### src/rtl/parking_occupancy_counter_if.sv
// Signal bundle between the entrance beam sensors / clear control and the occupancy counter.
// The counter uses the slave modport; the driving side (sensors, display) uses master.
interface parking_occupancy_counter_if;
  logic       sensor_a;
  logic       sensor_b;
  logic       clr;
  logic [7:0] bitCode;
  logic       full;
  logic       empty;
  logic       enter_pulse;
  logic       exit_pulse;
  logic       reject;
  logic       error;

  modport master (
    output sensor_a, sensor_b, clr,
    input  bitCode, full, empty, enter_pulse, exit_pulse, reject, error
  );

  modport slave (
    input  sensor_a, sensor_b, clr,
    output bitCode, full, empty, enter_pulse, exit_pulse, reject, error
  );
endinterface

### src/rtl/parking_occupancy_counter.sv
// Parking-lot occupancy counter: synchronizes and debounces two entrance beams, decodes car
// direction with a sequence FSM and keeps an 8-bit count. Define PARK_TIMEOUT_EN for passage timeout.
module parking_occupancy_counter #(
  parameter int CAPACITY        = 200,
  parameter int DEBOUNCE_CYCLES = 16,
  parameter int TIMEOUT_CYCLES  = 4096
) (
  input logic                          clk,
  input logic                          rst,
  parking_occupancy_counter_if.slave   bus
);

  localparam int              DBW      = $clog2(DEBOUNCE_CYCLES + 1);
  localparam logic [DBW-1:0]  DB_LAST  = DBW'(DEBOUNCE_CYCLES - 1);
  localparam logic [7:0]      CAP      = 8'(CAPACITY);
  localparam int              TMO_W    = $clog2(TIMEOUT_CYCLES + 1);
  localparam logic [TMO_W-1:0] TMO_LAST = TMO_W'(TIMEOUT_CYCLES - 1);

  typedef enum logic [2:0] {
    IDLE = 3'd0,
    IN1  = 3'd1,
    IN2  = 3'd2,
    IN3  = 3'd3,
    OUT1 = 3'd4,
    OUT2 = 3'd5,
    OUT3 = 3'd6,
    ERR  = 3'd7
  } state_t;

  // Index 1 carries sensor_a (outer), index 0 carries sensor_b (inner).
  logic [1:0]     sync1_q, sync2_q;
  logic [1:0]     filt_q, filt_d;
  logic [DBW-1:0] db_cnt_q [2];
  logic [DBW-1:0] db_cnt_d [2];

  state_t     state_q, state_d;
  logic [7:0] count_q, count_d;
  logic       full_q, full_d;
  logic       empty_q, empty_d;
  logic       enter_q, enter_d;
  logic       exit_q, exit_d;
  logic       reject_q, reject_d;
  logic       error_q, error_d;
  logic       enter_ev, exit_ev;

`ifdef PARK_TIMEOUT_EN
  logic [TMO_W-1:0] tmo_q, tmo_d;
  logic             in_passage;
`else
  logic unused_cfg;
  assign unused_cfg = ^TMO_LAST;
`endif

  // ---- Debounce: filtered level flips after DEBOUNCE_CYCLES consecutive differing samples ----
  always_comb begin
    for (int i = 0; i < 2; i++) begin
      filt_d[i]   = filt_q[i];
      db_cnt_d[i] = '0;
      if (sync2_q[i] != filt_q[i]) begin
        if (db_cnt_q[i] == DB_LAST) filt_d[i] = sync2_q[i];
        else                        db_cnt_d[i] = db_cnt_q[i] + DBW'(1);
      end
    end
  end

  // ---- Direction FSM on filtered pair {a,b} ----
  always_comb begin
    state_d  = state_q;
    enter_ev = 1'b0;
    exit_ev  = 1'b0;
    error_d  = 1'b0;
    unique case (state_q)
      IDLE: case (filt_q)
              2'b10:   state_d = IN1;
              2'b01:   state_d = OUT1;
              2'b11:   state_d = ERR;
              default: state_d = IDLE;
            endcase
      IN1:  if (filt_q == 2'b11) state_d = IN2;
            else if (filt_q == 2'b00) state_d = IDLE;
      IN2:  if (filt_q == 2'b01) state_d = IN3;
            else if (filt_q == 2'b10) state_d = IN1;
      IN3:  if (filt_q == 2'b00) begin
              state_d  = IDLE;
              enter_ev = 1'b1;
            end else if (filt_q == 2'b11) state_d = IN2;
      OUT1: if (filt_q == 2'b11) state_d = OUT2;
            else if (filt_q == 2'b00) state_d = IDLE;
      OUT2: if (filt_q == 2'b10) state_d = OUT3;
            else if (filt_q == 2'b01) state_d = OUT1;
      OUT3: if (filt_q == 2'b00) begin
              state_d = IDLE;
              exit_ev = 1'b1;
            end else if (filt_q == 2'b11) state_d = OUT2;
      ERR:  if (filt_q == 2'b00) state_d = IDLE;
      default: state_d = IDLE;
    endcase

`ifdef PARK_TIMEOUT_EN
    // A stalled passage overrides whatever transition the beams would have caused.
    in_passage = (state_q != IDLE) && (state_q != ERR);
    tmo_d      = in_passage ? tmo_q + TMO_W'(1) : '0;
    if (in_passage && (tmo_q == TMO_LAST)) begin
      state_d  = ERR;
      enter_ev = 1'b0;
      exit_ev  = 1'b0;
      error_d  = 1'b1;
      tmo_d    = '0;
    end
`endif
  end

  // ---- Strobes and count: strobe cycle first, count applied from the registered strobe ----
  always_comb begin
    enter_d  = enter_ev && (count_q < CAP) && !bus.clr;
    exit_d   = exit_ev && (count_q != 8'd0) && !bus.clr;
    reject_d = !bus.clr && ((enter_ev && (count_q >= CAP)) || (exit_ev && (count_q == 8'd0)));

    count_d = count_q;
    if (bus.clr)                             count_d = 8'd0;
    else if (enter_q && (count_q < CAP))     count_d = count_q + 8'd1;
    else if (exit_q && (count_q != 8'd0))    count_d = count_q - 8'd1;

    full_d  = (count_d == CAP);
    empty_d = (count_d == 8'd0);
  end

  always_ff @(posedge clk) begin
    if (rst) begin
      sync1_q     <= '0;
      sync2_q     <= '0;
      filt_q      <= '0;
      db_cnt_q[0] <= '0;
      db_cnt_q[1] <= '0;
      state_q     <= IDLE;
      count_q     <= 8'd0;
      full_q      <= 1'b0;
      empty_q     <= 1'b1;
      enter_q     <= 1'b0;
      exit_q      <= 1'b0;
      reject_q    <= 1'b0;
      error_q     <= 1'b0;
`ifdef PARK_TIMEOUT_EN
      tmo_q       <= '0;
`endif
    end else begin
      sync1_q     <= {bus.sensor_a, bus.sensor_b};
      sync2_q     <= sync1_q;
      filt_q      <= filt_d;
      db_cnt_q[0] <= db_cnt_d[0];
      db_cnt_q[1] <= db_cnt_d[1];
      state_q     <= state_d;
      count_q     <= count_d;
      full_q      <= full_d;
      empty_q     <= empty_d;
      enter_q     <= enter_d;
      exit_q      <= exit_d;
      reject_q    <= reject_d;
      error_q     <= error_d;
`ifdef PARK_TIMEOUT_EN
      tmo_q       <= tmo_d;
`endif
    end
  end

  assign bus.bitCode     = count_q;
  assign bus.full        = full_q;
  assign bus.empty       = empty_q;
  assign bus.enter_pulse = enter_q;
  assign bus.exit_pulse  = exit_q;
  assign bus.reject      = reject_q;
`ifdef PARK_TIMEOUT_EN
  assign bus.error       = error_q;
`else
  assign bus.error       = 1'b0;
`endif

endmodule
### src/flat_wrapper.sv
// flat-port wrapper written by rule: the top's interface ports become plain ports
module parking_occupancy_counter_flat 
#(
  parameter int CAPACITY        = 200,
  parameter int DEBOUNCE_CYCLES = 16,
  parameter int TIMEOUT_CYCLES  = 4096
)
  (clk, rst, bus_sensor_a, bus_sensor_b, bus_clr, bus_bitCode, bus_full, bus_empty, bus_enter_pulse, bus_exit_pulse, bus_reject, bus_error);
  parking_occupancy_counter_if bus_i ();
  input logic clk;
  input logic rst;
  input wire logic [$bits(bus_i.sensor_a)-1:0] bus_sensor_a;
  input wire logic [$bits(bus_i.sensor_b)-1:0] bus_sensor_b;
  input wire logic [$bits(bus_i.clr)-1:0] bus_clr;
  output wire logic [$bits(bus_i.bitCode)-1:0] bus_bitCode;
  output wire logic [$bits(bus_i.full)-1:0] bus_full;
  output wire logic [$bits(bus_i.empty)-1:0] bus_empty;
  output wire logic [$bits(bus_i.enter_pulse)-1:0] bus_enter_pulse;
  output wire logic [$bits(bus_i.exit_pulse)-1:0] bus_exit_pulse;
  output wire logic [$bits(bus_i.reject)-1:0] bus_reject;
  output wire logic [$bits(bus_i.error)-1:0] bus_error;
  assign bus_i.sensor_a = bus_sensor_a;
  assign bus_i.sensor_b = bus_sensor_b;
  assign bus_i.clr = bus_clr;
  assign bus_bitCode = bus_i.bitCode;
  assign bus_full = bus_i.full;
  assign bus_empty = bus_i.empty;
  assign bus_enter_pulse = bus_i.enter_pulse;
  assign bus_exit_pulse = bus_i.exit_pulse;
  assign bus_reject = bus_i.reject;
  assign bus_error = bus_i.error;
  parking_occupancy_counter #(.CAPACITY(CAPACITY), .DEBOUNCE_CYCLES(DEBOUNCE_CYCLES), .TIMEOUT_CYCLES(TIMEOUT_CYCLES)) u_core (.clk(clk), .rst(rst), .bus(bus_i));
endmodule
### config.mk
export PLATFORM = sky130hd
export DESIGN_NAME = parking_occupancy_counter_flat
export DESIGN_NICKNAME = d
export VERILOG_FILES = /design/src/rtl/parking_occupancy_counter_if.sv /design/src/rtl/parking_occupancy_counter.sv /design/src/flat_wrapper.sv
export SDC_FILE = /design/constraint.sdc
export NUM_CORES = 1
export LEC_CHECK = 0
export BUFFER_PORTS_ARGS = -buffer_cell sky130_fd_sc_hd__buf_4
export CAP_MARGIN = 20
export CORE_AREA = 5 5 55 76
export DETAILED_ROUTE_END_ITERATION = 12
export DIE_AREA = 0 0 60 81
export PLACE_DENSITY = 0.71
export SLEW_MARGIN = 20
export SYNTH_ARGS = -nofsm -noshare
export SYNTH_HDL_FRONTEND = slang
export SYNTH_SLANG_ARGS = --single-unit
### constraint.sdc
create_clock -name clk -period 2.5 [get_ports clk]
set_clock_uncertainty 0.05 [all_clocks]
set_input_delay 0.25 -clock clk [delete_from_list [all_inputs] [get_ports clk]]
set_output_delay 0.25 -clock clk [all_outputs]
set_load 0.005 [all_outputs]
==> results of run 1 <==
layer usage:
| metal | up-vias | wire (um) | share of wire (%) | track usage (%) |
|---|---|---|---|---|
| li1 | 732 | - | - | - |
| met1 | 687 | 1370 | 38 | 16.6 |
| met2 | 43 | 1900 | 52 | 30.1 |
| met3 | 16 | 193 | 5.3 | 4.61 |
| met4 | 0 | 163 | 4.5 | 12.2 |
| met5 | - | 0 | 0 | 0 |
power breakdown:
group | total [mW] | leakage [nW] | switching (mW) | internal (mW)
Sequential | 0.516 | 0.260 | 0.00189 | 0.514
Clock | 0.410 | 0.0445 | 0.186 | 0.223
Combinational | 0.0181 | 0.448 | 0.00966 | 0.00843
worst reg2reg max path, delay by kind of cell, from the launching register on:
family | cells | cell delay [ps]
AO/OA/AOI/OAI | 3 | 690
AND/OR/NAND/NOR | 2 | 600
flip-flops | 1 | 640
XOR/XNOR | 1 | 180
cells in the final DEF (no fill, tap or decap), types with 6 or more instances in the layout:
cell type and count:
or3_1 6, ha_1 12, clkbuf_8 6, nor3_1 6, dfxtp_1 30, nand3_1 6
nand2_1 18, xnor2_1 7, buf_4 18, nor2b_1 7, nor2_1 21, a21oi_1 9
inv_1 13
per-stage QoR:
stage | cells | hold slack, ps | utilization [%] | instance area [um^2] | worst slack [ps]
after global routing | 260 | 153 | 59.2 | 2000 | 32.2
after floorplan | 204 | 328 | - | 1790 | 436
after CTS | 260 | 122 | 59.1 | 2000 | 190
final | 260 | 131 | 59.2 | 2000 | 265
after detailed placement | 252 | 378 | 56.3 | 1900 | 211
after global placement | 252 | 372 | 56.3 | 1900 | 301
worst paths after layout:
kind | cells after the start | from | to
min | 2 | bus_sensor_a | u_core.sync1_q[1]$_SDFF_PP0_
max reg2reg | 6 | u_core.bus.bitCode[3]$_SDFF_PP0_ | u_core.bus.empty$_SDFF_PP1_
max | 6 | u_core.bus.bitCode[3]$_SDFF_PP0_ | u_core.bus.empty$_SDFF_PP1_
min reg2reg | 1 | u_core.sync1_q[1]$_SDFF_PP0_ | u_core.sync2_q[1]$_SDFF_PP0_
layout make-up:
class                      instances  area [um^2]
clock inverter                     1         7.51
sequential                        32          643
fill                             310         1380
inverter                          13         48.8
clock buffer                       7         86.3
timing repair buffer              18          135
tap                               40         50.0
multi-input combinational        149         1030
logic make-up (layout without fill, tap and decap cells):
logic type	count (synthesis)	after routing	share of synthesized area, %
AO/OA/AOI/OAI	35	35	14.7
XOR/XNOR	11	11	5.80
adder cells (fa/ha/maj)	12	12	8.38
buffers and inverters	23	39	6.84
flip-flops	32	32	35.8
multiplexers	4	4	2.30
other	1	1	0.209
AND/OR/NAND/NOR	86	86	26.0
state kept, by name, summed over array words and instances (netlist names), 2 cells and up:
signal	cells
u_core.bus.bitCode	8
u_core.db_cnt_q	10
u_core.filt_q	2
u_core.state_q	3
u_core.sync1_q	2
u_core.sync2_q	2
==> out/metrics.csv, run 1 <==
metric,value,unit
start_util,53.0,%
cts-resized-gates,0,
yosys-top-cells-count,"dfxtp_1 (32), nor2_1 (21), nand2_1 (18)",
clk_latency,280,ps
rsz0062_at_grt,no,
crit_buf_inv,0,
htree_num_levels,2,
io_buffers,17,
worst-path-max-fanout,11,
ys_warn_count,0,
overflow,0,
clock_sink_count,32,
power.total,0.943,mW
synth_nets,221,
synth_cell_types,54,
crit_family,compound AO/OA/AOI/OAI gates,
wl_per_cell,13.9,um
syn_inst,204,
syn2layout_area_growth,11.7,%
report.final.slew_viol_count,0,
synth-edff-count,0,
ctsHoldBuffers,0,
status,"finished, final reports clean",
ys_seq_area_share,35.8,%
min_period,2230,ps
fin_crit_sh,89.4,%
postRouteAntennaNets,0,
vdd_ir_drop_max,0.000451,V
critPathRequiredTime,2660,ps
arrival,2390,ps
setup-violations-final,0,
die-area,4860,um^2
clock-root-buffer,clkbuf_8,
n_antenna_cell,0,
cap_violations,0,
cp_slowest_stage_delay,640,ps
finalSetupTns,0,ps
first_global_vias,1454,
power_density,472,nW/um^2
core-area,3380,um^2
worstSetupEndpointType,register,
path_clk_slew,70,ps
first_pass_iters,4,
drtIter0Drc,60,
hold_class,in -> reg,
cts_buffer_depth,2,
startpoint_type,register,
die_h,81,um
routabilityCongestion,0.947,
slew_headroom,66.3,%
path_cells,nand2_1 -> a2111oi_1 -> o22ai_1 -> xnor2_1 -> or3_1 -> o31ai_2,
synthTopCellsByArea,"dfxtp_1 (36%), ha_1 (8.4%), nor2_1 (4.4%)",
synthFlopType,dfxtp_1,
drc,0,
ios,19,
cts_setup_buffers,0,
antenna_found_initial,0,
viasPerCell,5.68,
dp_hpwl,2.78,mm
cts_made_buffers,5,
regToRegSetupSlack,270,ps
nets,236,
drive_gt1_share,19.5,%
tightest_slew,505,ps
synth_area_leader_cell,dfxtp_1,
netlist.area_leader.share,35.8,%
synth-seq-cells,32,
finalHoldViolCount,0,
cts_tree,yes,
yosysMostFrequentCell,dfxtp_1,
fmax,0.448,GHz
grt_pass1_wl,6.26,mm
row_count,25,
grt_max_degree,14,
routed_wl,3.62,mm
async_flop_share,0,%
via_count,1478,
syn_area_per_cell,8.78,um^2
path_class,reg -> reg,
die_width,60,um
grt_use_total,17.1,%
p_leak,0.753,nW
syn_area,1790,um^2
slowest_stage,dfxtp_1,
Note: power is estimated with default switching activity, not from simulation.
==> inputs of run 2 (changes only) <==
--- a/config.mk
+++ b/config.mk
@@ -7,10 +7,10 @@
 export LEC_CHECK = 0
 export BUFFER_PORTS_ARGS = -buffer_cell sky130_fd_sc_hd__buf_4
 export CAP_MARGIN = 20
-export CORE_AREA = 5 5 55 76
+export CORE_AREA = 5 5 53 74
 export DETAILED_ROUTE_END_ITERATION = 12
-export DIE_AREA = 0 0 60 81
-export PLACE_DENSITY = 0.71
+export DIE_AREA = 0 0 58 79
+export PLACE_DENSITY = 0.75
 export SLEW_MARGIN = 20
 export SYNTH_ARGS = -nofsm -noshare
 export SYNTH_HDL_FRONTEND = slang
==> run 2 against run 1 <==
  * Clock-buffer cell count down 2
  * Cell area up 0.75%
  * Non-clock buffer count unchanged
  * Via count down 2.2%
  * Final cell count unchanged
  * Flip-flop and latch count unchanged
==> out/metrics.csv, run 2 (synthesis results as in run 1) <==
metric,value,unit
status,"finished, final reports clean",
report.final.slew_viol_count,0,
dp_hpwl,2.58,mm
cts_made_buffers,5,
vdd_ir_drop_max,0.000661,V
worst_hold_slack,131,ps
routed_wl,3.48,mm
ctsHoldBuffers,0,
clk_latency,280,ps
routabilityCongestion,0.879,
hold_class,in -> reg,
cap_violations,0,
path_class,reg -> reg,
startpoint_type,register,
overflow,0,
post-route-util,62.0,%
fin_crit_sh,90.7,%
worstSetupEndpointType,register,
via_count,1446,
clock-root-buffer,clkbuf_8,
drc,0,
die_h,79,um
crit_family,compound AO/OA/AOI/OAI gates,
first_global_vias,1404,
first_pass_iters,5,
viasPerCell,5.56,
setup-violations-final,0,
n_antenna_cell,0,
finalSetupTns,0,ps
power_density,506,nW/um^2
fin_area,2020,um^2
postRouteAntennaNets,0,
p_leak,0.761,nW
start_util,55.1,%
rr_worst_depth,7,
regMostFlops,u_core.db_cnt_q,
nets,236,
antenna_found_initial,0,
final_common_cell,dfxtp_1,
path_cells,ha_1 -> nand2_1 -> a2111oi_1 -> o22ai_1 -> xnor2_1 -> or3_1 -> o31ai_2,
grt_max_degree,14,
rsz0062_at_grt,no,
cts_buffer_depth,2,
fmax,0.441,GHz
whs_path_depth,2,
io_buffers,17,
finalHoldViolCount,0,
ios,19,
arrival,2430,ps
worst_slack,233,ps
min_period,2270,ps
drtIter0Drc,41,
largest_register_ff_count,10,
fill_cells,292,
cp_slowest_stage_delay,480,ps
cts_tree,yes,
die-area,4580,um^2
drive_gt1_share,19.1,%
die_width,58,um
dpl_cell_area,1900,um^2
final_cell_mix,"dfxtp_1 (32), nor2_1 (21), nand2_1 (18), buf_4 (18), inv_1 (13)",
grt_use_total,17.1,%
crit_buf_inv,0,
core-area,3250,um^2
slowest_stage,dfxtp_1,
crit_cells,7,
clock_sink_count,32,
worst-path-max-fanout,8,
critPathRequiredTime,2660,ps
grt_pass1_wl,6.08,mm
syn2layout_area_growth,12.5,%
wl_per_cell,13.4,um
path_clk_slew,70,ps
place_ws,230,ps
row_count,25,
htree_num_levels,2,
-- run 2: what timing repair did --
action                                  CTS  global route
buffers inserted                          0             0
endpoints found under the hold margin     0             0
endpoints found under the setup margin    0             2
gates resized for setup                   0             2
-- run 2: path summary, 6_finish.rpt --
| path | start | to | slack (ps) |
|---|---|---|---|
| min reg2reg | u_core.sync1_q[0]$_SDFF_PP0_ | u_core.sync2_q[0]$_SDFF_PP0_ | 400 |
| max | u_core.bus.bitCode[1]$_SDFF_PP0_ | u_core.bus.empty$_SDFF_PP1_ | 230 |
| min | bus_sensor_b | u_core.sync1_q[0]$_SDFF_PP0_ | 130 |
| max reg2reg | u_core.bus.bitCode[1]$_SDFF_PP0_ | u_core.bus.empty$_SDFF_PP1_ | 230 |
-- run 2: layout make-up --
cell class                      count  area, um^2  area share [%]
Multi-Input combinational cell    149        1030            51.1
Sequential cell                    32         641            31.8
Timing Repair Buffer               18         135            6.70
Clock buffer                        5        68.8            3.41
Tap cell                           40        50.0            2.48
Inverter                           13        48.8            2.42
Clock inverter                      3        42.5            2.11
-- run 2: where the power goes --
group / internal [mW] / total [mW] / switching, mW
registers: 0.514 / 0.516 / 0.00194
logic: 0.00844 / 0.0180 / 0.00957
clock network: 0.295 / 0.487 / 0.192
total: 0.817 / 1.02 / 0.204
-- run 2: metrics by stage --
step / total power, mW / instances
floorplan: 0.538 / 204
global placement: 0.545 / 252
detailed placement: 0.545 / 252
CTS: 1.04 / 260
global route: 1.06 / 260
finish: 1.02 / 260
-- run 2: worst register-to-register path, delay by kind of cell, from the launching register on --
family                     cells  cell delay, ps
adders and majority gates      1             300
xor gates and xnor gates       1             160
AOI/OAI and AO/OA              3             720
and+or+nand+nor                2             490
DFF                            1             480
-- run 2: per-layer routing --
| metal | vias up | share of wire (%) | track usage [%] |
|---|---|---|---|
| met2 | 42 | 54 | 30.4 |
| met1 | 667 | 39 | 18.1 |
| met3 | 6 | 5.0 | 4.23 |
| met5 | - | 0 | 0 |
| met4 | 0 | 2.4 | 8.82 |
| li1 | 731 | - | - |
